[src/rtl/heap_shift_controller.sv]
// Multi-cycle insert-at-index sequencer for one array area of the single-port heap.
// Optional macro SHIFT_DOWN_EN adds remove-at-index (req_op=1); default build is shift up only.
module heap_shift_controller #(
    parameter int MemoryElementWidth = 12,
    parameter int NArea              = 10,
    parameter int NArrays            = 20,
    parameter int HeapAddrWidth      = 8
) (
    input  logic                          clock,
    input  logic                          reset,
    input  logic                          req_valid,
    output logic                          req_ready,
    input  logic [MemoryElementWidth-1:0] req_array,
    input  logic [MemoryElementWidth-1:0] req_index,
    input  logic [MemoryElementWidth-1:0] req_value,
    input  logic [MemoryElementWidth-1:0] req_size,
    input  logic                          req_op,
    output logic                          done,
    output logic                          error,
    output logic [MemoryElementWidth-1:0] done_size,
    output logic [MemoryElementWidth-1:0] done_value,
    output logic [HeapAddrWidth-1:0]      mem_addr,
    output logic                          mem_we,
    output logic [MemoryElementWidth-1:0] mem_wdata,
    input  logic [MemoryElementWidth-1:0] mem_rdata
);

    localparam logic [2:0] IDLE    = 3'd0;
    localparam logic [2:0] CHECK   = 3'd1;
    localparam logic [2:0] READ    = 3'd2;
    localparam logic [2:0] WRITE   = 3'd3;
    localparam logic [2:0] INSERT  = 3'd4;
    localparam logic [2:0] DONE    = 3'd5;
    localparam logic [2:0] CAPTURE = 3'd6;

    localparam logic [MemoryElementWidth-1:0] AREA_LEN   = MemoryElementWidth'(NArea);
    localparam logic [MemoryElementWidth-1:0] ARRAY_CNT  = MemoryElementWidth'(NArrays);
    localparam logic [MemoryElementWidth-1:0] ELEM_ONE   = MemoryElementWidth'(1);
    localparam logic [HeapAddrWidth-1:0]      AREA_ADDR  = HeapAddrWidth'(NArea);
    localparam logic [HeapAddrWidth-1:0]      ADDR_ONE   = HeapAddrWidth'(1);

    logic [2:0]                    state;
    logic [MemoryElementWidth-1:0] arr_q;
    logic [MemoryElementWidth-1:0] idx_q;
    logic [MemoryElementWidth-1:0] val_q;
    logic [MemoryElementWidth-1:0] size_q;
    logic [MemoryElementWidth-1:0] k;
    logic [MemoryElementWidth-1:0] removed;
    logic                          op_q;
    logic                          err_q;
    logic                          down_req;
    logic                          bad_req;
    logic [HeapAddrWidth-1:0]      base;
    logic [HeapAddrWidth-1:0]      k_addr;

`ifdef SHIFT_DOWN_EN
    assign down_req = req_op;
`else
    logic unused_op;
    assign unused_op = req_op;
    assign down_req  = 1'b0;
`endif

    // Removal needs an element at the index; insertion may append at index == size.
    assign bad_req = (size_q >= AREA_LEN) || (arr_q >= ARRAY_CNT) ||
                     (op_q ? (idx_q >= size_q) : (idx_q > size_q));

    assign base      = HeapAddrWidth'(arr_q) * AREA_ADDR;
    assign k_addr    = base + HeapAddrWidth'(k);
    assign req_ready = (state == IDLE);

    always_ff @(posedge clock) begin
        if (reset) begin
            state   <= IDLE;
            arr_q   <= '0;
            idx_q   <= '0;
            val_q   <= '0;
            size_q  <= '0;
            k       <= '0;
            removed <= '0;
            op_q    <= 1'b0;
            err_q   <= 1'b0;
        end else begin
            case (state)
                IDLE: begin
                    if (req_valid) begin
                        arr_q   <= req_array;
                        idx_q   <= req_index;
                        val_q   <= req_value;
                        size_q  <= req_size;
                        op_q    <= down_req;
                        removed <= '0;
                        err_q   <= 1'b0;
                        state   <= CHECK;
                    end
                end
                CHECK: begin
                    err_q <= bad_req;
                    if (bad_req) begin
                        state <= DONE;
                    end else if (op_q) begin
                        k     <= idx_q;
                        state <= READ;
                    end else if (idx_q == size_q) begin
                        state <= INSERT;
                    end else begin
                        k     <= size_q - ELEM_ONE;
                        state <= READ;
                    end
                end
                // The first read of a removal fetches the element being removed.
                READ: begin
                    state <= (op_q && (k == idx_q)) ? CAPTURE : WRITE;
                end
                CAPTURE: begin
                    removed <= mem_rdata;
                    if (k + ELEM_ONE == size_q) begin
                        state <= DONE;
                    end else begin
                        k     <= k + ELEM_ONE;
                        state <= READ;
                    end
                end
                WRITE: begin
                    if (op_q) begin
                        if (k == size_q - ELEM_ONE) begin
                            state <= DONE;
                        end else begin
                            k     <= k + ELEM_ONE;
                            state <= READ;
                        end
                    end else if (k == idx_q) begin
                        state <= INSERT;
                    end else begin
                        k     <= k - ELEM_ONE;
                        state <= READ;
                    end
                end
                INSERT:  state <= DONE;
                DONE:    state <= IDLE;
                default: state <= IDLE;
            endcase
        end
    end

    // Shift up copies k to k+1 (highest first); shift down copies k to k-1 (lowest first).
    always_comb begin
        mem_addr  = '0;
        mem_we    = 1'b0;
        mem_wdata = '0;
        case (state)
            READ: begin
                mem_addr = k_addr;
            end
            WRITE: begin
                mem_addr  = op_q ? (k_addr - ADDR_ONE) : (k_addr + ADDR_ONE);
                mem_we    = 1'b1;
                mem_wdata = mem_rdata;
            end
            INSERT: begin
                mem_addr  = base + HeapAddrWidth'(idx_q);
                mem_we    = 1'b1;
                mem_wdata = val_q;
            end
            default: begin
                mem_addr  = '0;
            end
        endcase
    end

    always_comb begin
        done       = (state == DONE);
        error      = done && err_q;
        done_size  = '0;
        done_value = '0;
        if (done) begin
            if (err_q) begin
                done_size = size_q;
            end else if (op_q) begin
                done_size  = size_q - ELEM_ONE;
                done_value = removed;
            end else begin
                done_size = size_q + ELEM_ONE;
            end
        end
    end

endmodule
[config.mk]
export PLATFORM = sky130hd
export DESIGN_NAME = heap_shift_controller
export DESIGN_NICKNAME = d
export VERILOG_FILES = /design/src/rtl/heap_shift_controller.sv
export SDC_FILE = /design/constraint.sdc
export NUM_CORES = 1
export LEC_CHECK = 0
export CAP_MARGIN = 30
export CORE_MARGIN = 8
export CORE_UTILIZATION = 35
export CTS_BUF_LIST = sky130_fd_sc_hd__clkbuf_16
export CTS_CLUSTER_DIAMETER = 200
export CTS_CLUSTER_SIZE = 30
export DETAILED_ROUTE_END_ITERATION = 6
export SETUP_SLACK_MARGIN = 0.02
export SLEW_MARGIN = 15
export SYNTH_ARGS = -nofsm -noshare
export SYNTH_HDL_FRONTEND = slang
export SYNTH_SLANG_ARGS = --single-unit
[constraint.sdc]
create_clock -name clock -period 2.82 [get_ports clock]
set_input_delay 0.423 -clock clock [delete_from_list [all_inputs] [get_ports clock]]
set_output_delay 0.423 -clock clock [all_outputs]
set_load 0.02 [all_outputs]
== Word-level counts from Yosys, hierarchy flattened ==
Index checks and enable logic that the tools add are counted.

* Flip-flop bits (word level): 64
* Output and inout port bits: 48

* Add/subtract/negate cells: 7
* $mul: 1
* Magnitude comparators: 3
* Eq/ne operators: 14
* Multiplexer cells: 18
* Reductions and logical operators: 10

{| class="wikitable"
|+ Operator list
! cell !! number
|-
| 12-bit 2-to-1 mux || 6
|-
| 12-bit == test || 3
|-
| 12-bit case mux with 3 select lines || 1
|-
| 12-bit by 1-bit adder with 12-bit output (second input constant) || 2
|-
| 12-bit case mux with 2 select lines || 1
|-
| 8-bit case mux with 3 select lines || 1
|-
| 12-bit by 1-bit subtractor with 12-bit output (second input constant) || 2
|-
| 3-bit case mux with 6 select lines || 1
|-
| 8-bit adder || 2
|-
| 3-bit 2-to-1 mux || 5
|-
| 12-bit by 4-bit greater-or-equal comparator with 1-bit output (second input constant) || 1
|-
| 12-bit by 5-bit greater-or-equal comparator with 1-bit output (second input constant) || 1
|-
| 12-bit greater-than comparator || 1
|-
| 2-bit != test (second input constant) || 5
|-
| 3-bit == test (second input constant) || 3
|-
| 8-bit by 1-bit adder with 8-bit output (second input constant) || 1
|-
| 8-bit by 3-bit multiplier with 7-bit output (second input constant) || 1
|-
| 3-bit by 2-bit == test with 1-bit output (second input constant) || 2
|-
| 5-bit AND reduction || 1
|-
| 2-bit AND reduction || 2
|-
| 3-bit by 1-bit == test with 1-bit output (second input constant) || 1
|-
| 3-bit logical NOT || 1
|-
| 3-bit nonzero test || 1
|-
| 1-bit logical OR || 2
|-
| 5 further kinds || 6
|}

== Depth between registers and ports, before layout ==
Gate-level depths: netlist of the first run.

* Word-level depth: 5
* Gate-level depth with buffers: 14
* Mapped depth without buffers: 10

== Least setup slack after synthesis of the first run ==
Ideal clock, no wire load.

* Kind: reg2out
* From: register arr_q[1]
* To: output mem_addr[7]
* Arrival time: 2.844 ns
* Setup slack: -0.447 ns
* Cell stages (with the launch flop): 10
* Path buffers: 0
* Cell sequence: dfxtp_1 ha_1 ha_1 fa_1 ha_1 xnor2_1 inv_1 a211o_1 xnor2_1 o22ai_1

* Longest elaborated chain between the ends: 4
* Elaborated cells on any way between the ends: 5
* Classes of those cells: add/sub: 3; mul: 1; mux: 1

{| class="wikitable"
|+ Ends and longest elaborated chain
! what !! line !! source
|-
| from (decl) || 43 || <nowiki>logic [MemoryElementWidth-1:0] arr_q;</nowiki>
|-
| from (signal assigned) || 87 || <nowiki>arr_q <= req_array;</nowiki>
|-
| 8-bit by 3-bit multiplier with 7-bit output * || 68 || <nowiki>assign base = HeapAddrWidth'(arr_q) * AREA_ADDR;</nowiki>
|-
| 8-bit adder || 69 || <nowiki>assign k_addr = base + HeapAddrWidth'(k);</nowiki>
|-
| 8-bit by 1-bit adder with 8-bit output || 156 || <nowiki>mem_addr = op_q ? (k_addr - ADDR_ONE) : (k_addr + ADDR_ONE);</nowiki>
|-
| 8-bit case mux with 3 select lines * || 151 || <nowiki>case (state)</nowiki>
|-
| to (decl) || 22 || <nowiki>output logic [HeapAddrWidth-1:0] mem_addr,</nowiki>
|}

Mark *: on every way between the ends. The rest lies on a longest branch, timed or not.

== Worst setup path after layout of the first run ==
Ends and elaborated chain as after synthesis.

==> results of run 1 <==
==> registers in the layout, indices dropped and copies added, names as in the netlist <==
register,flops
arr_q,12
idx_q,12
k,12
size_q,12
val_q,12
state,3
err_q,1
==> synthesized netlist by cell type (9+ instances only) <==
| cell | instances | share of area |
|---|---|---|
| clkbuf_1 | 34 | 0.023 |
| xnor2_1 | 53 | 0.083 |
| a21oi_1 | 83 | 0.075 |
| a22o_1 | 13 | 0.020 |
| nand2_1 | 129 | 0.087 |
| dfxtp_1 | 64 | 0.23 |
| nor2_1 | 47 | 0.032 |
| nand3_1 | 26 | 0.023 |
| a22oi_1 | 12 | 0.016 |
| ha_1 | 36 | 0.081 |
| xor2_1 | 10 | 0.016 |
| nand4_1 | 13 | 0.015 |
| and3_1 | 9 | 0.010 |
| buf_4 | 16 | 0.022 |
| o21ai_0 | 17 | 0.015 |
| inv_1 | 23 | 0.016 |
| nor3_1 | 14 | 0.013 |
==> cell families after synthesis <==
kind of cell    count (synthesis)
compound gates                193
xor+xnor                       64
fa+ha+maj                      39
buf+inv                        95
flops                          64
mux                             7
other cells                     1
simple gates                  284
==> worst max path at each step <==
stage	from	to	slack (ps)	cells past startpoint
2_1_floorplan	arr_q[1]	mem_addr[7]	-120	10
3_5_place_dp	arr_q[3]	mem_addr[7]	-700	11
4_1_cts	arr_q[1]	mem_addr[7]	-470	11
6_report	arr_q[1]	mem_addr[7]	-490	11
3_3_place_gp	arr_q[3]	mem_addr[7]	-680	11
5_1_grt	arr_q[1]	mem_addr[7]	-580	11
==> final cells by class <==
| type | instances | area (µm²) |
|---|---|---|
| clock buffers | 9 | 225 |
| fillers | 1550 | 8030 |
| clock inverters | 7 | 83.8 |
| well taps | 216 | 270 |
| inverters | 25 | 93.8 |
| multi-input cells | 599 | 4050 |
| repair buffers | 193 | 1680 |
| flip-flops and latches | 64 | 1290 |
==> timing repair <==
action / 4_1_cts / 5_1_grt
hold endpoints to repair: 0 / 0
buffers inserted: 0 / 3
pin swaps: 5 / 5
gates resized for setup: 42 / 20
setup endpoints to repair: 19 / 35
==> where the power goes <==
| part | internal, µW | leakage, µW | switching [µW] |
|---|---|---|---|
| registers | 1120 | 0.000526 | 251 |
| clock network | 703 | 0.000149 | 471 |
| logic | 1930 | 0.00241 | 2250 |
| total | 3760 | 0.00309 | 2970 |
==> metal layers <==
layer	vias up	GRT usage	part of all wire
met5	-	0	0
met4	0	0.0938	0.033
met3	44	0.0426	0.061
met2	196	0.312	0.48
met1	2717	0.238	0.43
li1	2907	-	-
==> per-stage QoR <==
stage	total power (µW)	instances	setup WS, ps	hold WS (ps)
floorplan	3940	758	-122	436
global placement	5260	1094	-684	443
global route	7200	1113	-576	469
CTS	6550	1110	-472	456
finish	6720	1113	-485	455
detailed placement	5280	1094	-703	447
==> worst min-delay path, stage by stage, from the launching register on <==
cell and delay (ps):
dfxtp_1 310, nand2_1 50, a21oi_1 50
==> metrics, run 1 <==
HPWL after detailed placement 15100 µm; Vias/cell 5.27; WP data required 2400 ps; Worst Hold End val_q[1]; number of global-route vias before repair 5720; most frequent cells in the layout 128 x nand2_1, 98 x buf_4, 86 x clkdlybuf4s50_1; Top delay family on crit path adder cells; setup TNS -1410 ps; share of layout cells above drive strength 1 0.190; n_diodes 0; FF-to-FF Start k[1]; core area 0.0157 mm²; Root Buffer clkbuf_16; CP dominant cell by count ha_4; hold depth 2; Max-Cap Viols 0; r2r worst-path depth 11; initial antenna violation count 0; Initial DRC Count 455; CP bufs+invs 1; Final Critical Period 3310 ps; drt wl/cell 17.4 µm; clock skew 8.01 ps; iteration count of the initial detailed-routing pass 5; Hold/Removal Path Class reg2reg; placed inst area 0.00720 mm²; RSZ-0062 raised after global routing yes; Post-Synth Simple-Gate Area 0.243; critical path startpoint category flip-flop; crit path capture type primary output; number of synthesized flops with an enable pin 0; total wire length 19400 µm; min-delay src val_q[1]; Fmax 303 MHz; number of clock sinks 64; TritonCTS Buffers 9; Tcrit/Tclk final 1.17; hold buffers post-CTS 0; worst-margin pin slew 576 ps; PD cells 874 mW/mm²; Final setup viols 6; number of remaining DRC errors 0; Compound-Gate Fraction of Synth Area 0.230; Hold Fails Final Rpt 0; Mapped Cells 747; register area share after synthesis 0.230; Max Transition Viols Final 0; R2R setup slack 180 ps; largest net degree at the start of global routing 50; maximum vdd ir drop 0.483 mV; max incr delay on CP 390 ps; die height 142 µm; register bit total from synthesis 64; Syn Area/Cell 7.46 µm²; Netlist Area Pre-Place 0.00557 mm²; commonest non-fill, non-tap cell in the layout nand2_1; Static Leak 0.00309 µW; Post-synth top flop dfxtp_1; first-pass GRT wire length 30700 µm; # port buffers 98; die area 0.0202 mm²; run status finished with violations; Slew HR 0.612; Crit Path Category reg2out; Worst R2R End k[2]; Starting Density 0.354; Reg clk slew, reported paths 60 ps; Arrival @ worst endpoint 2880 ps; CP Cell Sequence ha_4, ha_4, fa_2, xor2_4, ha_4, nor2b_4, mux2i_1, a211o_1, xnor2_1, o22ai_2, buf_6; failing checks negative setup slack; Tot GR Track Use 0.193; final worst slack -485 ps; nets@finish 995; Async SR Flop Fraction 0; post-synthesis mux area share 0.0128; vias 5864; Yosys cell types 76; clk buf depth 2; xor/xnor cell area share of the yosys netlist 0.102; Final Util 0.489; largest family of logic cells by synthesized area simple AND/OR/NAND/NOR gates; Syn-to-layout area delta 38.0%; Final Cell Area 0.00769 mm²; TritonCTS clock tree built; grt ovf 0; Post-Synth Adder-Cell Area 0.0917; CP max stage cell fa_2; Ports 112; critical path fanouts, max 4; GP Congestion 0.948; DRT antenna net count 0; Die X 142 µm; Site Rows 46; Skew-Pair Late Insertion Delay 340 ps; yosys warns 0; H-tree depth 3
(Power assumes the default switching activity.)
==> run 2: changes to the inputs <==
Settings changed: RECOVER_POWER from default to 100.
==> metrics, run 2 (synthesis gave the netlist of run 1 again) <==
critical path startpoint category flip-flop; Slew HR 0.374 (-0.239); Skew-Pair Late Insertion Delay 340 ps (about the same); drt wl/cell 17.4 µm (about the same); hold buffers post-CTS 0 (unchanged); worst slack, placed -703 ps (unchanged); crit path capture type primary output; failing checks negative setup slack; core area 0.0157 mm² (unchanged); Arrival @ worst endpoint 2880 ps (about the same); Vias/cell 5.28 (+0.20%); number of remaining DRC errors 0 (unchanged); total wire length 19400 µm (about the same); Fmax 303 MHz (about the same); final worst slack -484 ps (+1.30 ps); HPWL after detailed placement 15100 µm (unchanged); worst-margin pin slew 940 ps (+364 ps); run status finished with violations; min-delay src val_q[1]; iteration count of the initial detailed-routing pass 5 (unchanged); DRT antenna net count 0 (unchanged); Static Leak 0.00306 µW (-0.90%); PD cells 875 mW/mm² (+0.11%); Syn-to-layout area delta 37.4%; die area 0.0202 mm² (unchanged); Site Rows 46 (unchanged); Root Buffer clkbuf_16; Hold/Removal Path Class reg2reg; Tot GR Track Use 0.193 (unchanged); critical path fanouts, max 4 (unchanged); Ports 112 (unchanged); Max-Cap Viols 0 (unchanged); largest net degree at the start of global routing 50 (unchanged); share of layout cells above drive strength 1 0.184 (-0.00557); commonest non-fill, non-tap cell in the layout nand2_1; WP data required 2400 ps (about the same); vias 5876 (+0.20%); most frequent cells in the layout 128 x nand2_1, 92 x buf_4, 84 x clkdlybuf4s50_1; Crit. Startpoint arr_q[1]; TritonCTS clock tree built; number of clock sinks 64 (unchanged); RSZ-0062 raised after global routing yes; first-pass GRT wire length 30700 µm (unchanged); Crit Path Category reg2out; setup TNS -1470 ps (-57.9 ps); GP Congestion 0.948 (unchanged); Die X 142 µm (unchanged); Final Util 0.487 (-0.00223); TritonCTS Buffers 9 (unchanged); Hold WS 455 ps (+0.00100 ps); number of global-route vias before repair 5720 (unchanged); clk buf depth 2 (unchanged); initial antenna violation count 0 (unchanged); die height 142 µm (unchanged); FF-to-FF Start k[1]; maximum vdd ir drop 0.483 mV (about the same); nets@finish 995 (unchanged); grt ovf 0 (unchanged); n_diodes 0 (unchanged); Final Critical Period 3300 ps (-1.30 ps); total chip power 6700 µW (-0.35%); Final setup viols 7 (+1); Max Transition Viols Final 0 (unchanged); Reg clk slew, reported paths 60 ps (about the same); Hold Fails Final Rpt 0 (unchanged); Tcrit/Tclk final 1.17 (about the same); clock skew 6.55 ps (-1.46 ps); Starting Density 0.354 (unchanged); # port buffers 98 (unchanged); Initial DRC Count 457 (+0.44%); H-tree depth 3 (unchanged)
-- run 2: metal layers --
metal | global-route usage | vias up | share of wire
met5 | 0 | - | 0
met4 | 0.0938 | 0 | 0.033
met3 | 0.0426 | 43 | 0.066
met2 | 0.312 | 202 | 0.47
met1 | 0.238 | 2724 | 0.43
li1 | - | 2907 | -
-- run 2: per-stage QoR --
stage / cells / area [µm²]
final: 1113 / 7650
after global placement: 1094 / 7200
after CTS: 1110 / 7570
after detailed placement: 1094 / 7200
after floorplan: 758 / 5660
after global routing: 1113 / 7650
-- run 2: report_power, final --
part	total, µW	switching (µW)	internal, µW
Clock	1170	468	703
Combinational	4160	2240	1920
Sequential	1370	251	1120
-- run 2: final cells by class --
cell class / count / area [µm²]
clock inverter: 7 / 83.8
tap: 216 / 270
clock buffer: 9 / 225
multi-input combinational: 599 / 4040
fill: 1562 / 8060
inverter: 25 / 93.8
sequential: 64 / 1290
timing repair buffer: 193 / 1650
-- run 2: critical path, stage by stage (launching register included) --
cell,delay (ps)
dfxtp_4,350
ha_4,240
ha_4,160
fa_2,390
xor2_4,180
ha_4,290
nor2b_4,120
mux2i_1,80
a211o_1,290
xnor2_1,140
o22ai_2,160
buf_6,140
-- run 2: repair_timing --
| action | 4_1_cts | 5_1_grt |
|---|---|---|
| gates resized for setup | 42 | 20 |
| setup endpoints to repair | 19 | 35 |
| pin swaps | 5 | 5 |
| setup buffers | 0 | 3 |
| endpoints found under the hold margin | 0 | 0 |
| gates cloned | 0 | 0 |
-- run 2: worst paths after layout --
path              slack, ps     endpoint  cells past startpoint
hold / removal          460     val_q[1]                      2
setup reg to reg         40         k[2]                     11
setup / recovery       -480  mem_addr[7]                     11
hold reg to reg         460     val_q[1]                      2
==> run 3: changes to the inputs <==
Settings changed: CORE_UTILIZATION 35 to 40, PLACE_DENSITY from default to 0.67, REMOVE_ABC_BUFFERS from default to 1, SKIP_CTS_REPAIR_TIMING from default to 1.
==> metrics, run 3 (synthesis gave the netlist of run 1 again) <==
PD cells 884 mW/mm² (+0.96%); number of global-route vias before repair 5804 (+1.5%); switch share 0.435 (-0.00692); Skew-Pair Late Insertion Delay 330 ps (about the same); drt wl/cell 17.5 µm (+0.30%); Reg clk slew, reported paths 60 ps (about the same); Multi-input gate area 0.00401 mm² (-0.62%); Combinational Power Share 0.619 (-0.002); maximum vdd ir drop 0.372 mV (-23%); TritonCTS Buffers 9 (unchanged); Reg power frac 0.203 (about the same); share of layout cells above drive strength 1 0.189 (+0.00461); Final Util 0.550 (+0.0629); filler cell count 1310 (-16%); CP Cell Sequence ha_4, ha_4, fa_2, xor2_2, ha_4, nor2b_4, mux2i_2, a211o_1, xnor2_1, o22ai_1, buf_4; Final Critical Period 3390 ps (+89.6 ps); die area 0.0180 mm² (-11%); CP dominant cell by count ha_4; Syn-to-layout area delta 35.5%; TritonCTS clock tree built; GP Congestion 0.954 (+0.65%); grt ovf 0 (unchanged); Max-Cap Viols 0 (unchanged); Static Leak 0.00306 µW (about the same); most frequent cells in the layout 129 x nand2_1, 93 x buf_4, 81 x a21oi_1; total wire length 18700 µm (-3.5%); clk buf depth 2 (unchanged); clock share of power 0.178 (+0.003); P_int 3770 µW (+0.78%); total chip power 6670 µW (-0.46%); Slew HR 0.230 (-0.143); CP max stage cell fa_2; commonest non-fill, non-tap cell in the layout nand2_1; Psw 2900 µW (-2.0%); worst-margin pin slew 1150 ps (+215 ps); Site Rows 43 (-6.5%); Crit. Startpoint arr_q[3]; Tcrit/Tclk final 1.20 (+0.0318); Root Buffer clkbuf_16; failing checks negative setup slack; Die X 134 µm (-5.7%); largest net degree at the start of global routing 50 (unchanged); setup TNS -2010 ps (-543 ps); H-tree depth 3 (unchanged); initial antenna violation count 0 (unchanged); clock skew 4.49 ps (-2.06 ps); Ports 112 (unchanged); critical path fanouts, max 4 (unchanged); RSZ-0062 raised after global routing yes; Final setup viols 8 (+1); critical path startpoint category flip-flop; final worst slack -573 ps (-89.6 ps); run status finished with violations; iteration count of the initial detailed-routing pass 5 (unchanged); n_diodes 0 (unchanged); Hold Fails Final Rpt 0 (unchanged); Arrival @ worst endpoint 2970 ps (+90 ps); min-delay src reset; WP data required 2400 ps (about the same); # port buffers 98 (unchanged); HPWL after detailed placement 14200 µm (-6.0%); Starting Density 0.406 (+0.0515); die height 134 µm (-5.7%); Vias/cell 5.49 (+3.9%); number of clock sinks 64 (unchanged); first-pass GRT wire length 30100 µm (-2.0%); FF-to-FF Start state[0]; Fmax 295 MHz (-2.6%); max incr delay on CP 400 ps (about the same); placed inst area 0.00708 mm² (-1.6%); Hold/Removal Path Class in2reg; Initial DRC Count 561 (+23%); worst slack, placed -730 ps (-26.5 ps); vias 5876 (unchanged); Max Transition Viols Final 0 (unchanged); nets@finish 990 (-0.50%); Tot GR Track Use 0.205 (+0.0116); Final Cell Area 0.00754 mm² (-1.4%); Crit Path Category reg2out; Seq. cell area 0.00129 mm² (+0.19%); core area 0.0137 mm² (-13%); DRT antenna net count 0 (unchanged); number of remaining DRC errors 0 (unchanged); crit path capture type primary output
-- run 3: metrics by stage --
stage | instances | hold slack, ps
3_3_place_gp | 1056 | 442
5_1_grt | 1071 | 449
6_report | 1071 | 412
3_5_place_dp | 1056 | 449
4_1_cts | 1071 | 403
2_1_floorplan | 688 | 430
-- run 3: worst max-delay path: cells and delay by family (launching register included) --
family	cells	cell delay, ps
mux	1	80
flops	1	360
buf+inv	1	170
compound gates	2	440
xor+xnor	2	330
simple gates	1	150
fa+ha+maj	4	1120
-- run 3: path summary, 6_finish.rpt --
path / slack (ps) / depth (start not counted) / endpoint
max: -570 / 11 / mem_addr[7]
min: 410 / 2 / val_q[8]
max reg2reg: 100 / 8 / k[11]
min reg2reg: 450 / 2 / val_q[10]
-- run 3: per-layer routing --
metal | track usage | share of wire | up-vias | routed length (µm)
li1 | - | - | 2898 | -
met1 | 0.266 | 0.45 | 2700 | 8350
met2 | 0.321 | 0.45 | 247 | 8480
met3 | 0.0486 | 0.076 | 31 | 1430
met4 | 0.0786 | 0.024 | 0 | 451
met5 | 0 | 0 | - | 0
-- run 3: layout make-up --
cell class / instances / area share
sequential: 64 / 0.171
timing repair buffer: 188 / 0.214
inverter: 25 / 0.0124
multi-input combinational: 599 / 0.532
clock buffer: 9 / 0.0299
clock inverter: 6 / 0.0113
tap: 180 / 0.0299
-- run 3: power by group through the flow --
stage	Combinational [µW]	Clock [µW]	Sequential, µW
2_1_floorplan	2240	0	1470
4_1_cts	3850	1210	1330
3_3_place_gp	3790	0	1350
5_1_grt	4510	1240	1380
3_5_place_dp	3820	0	1350
6_report	4130	1190	1350
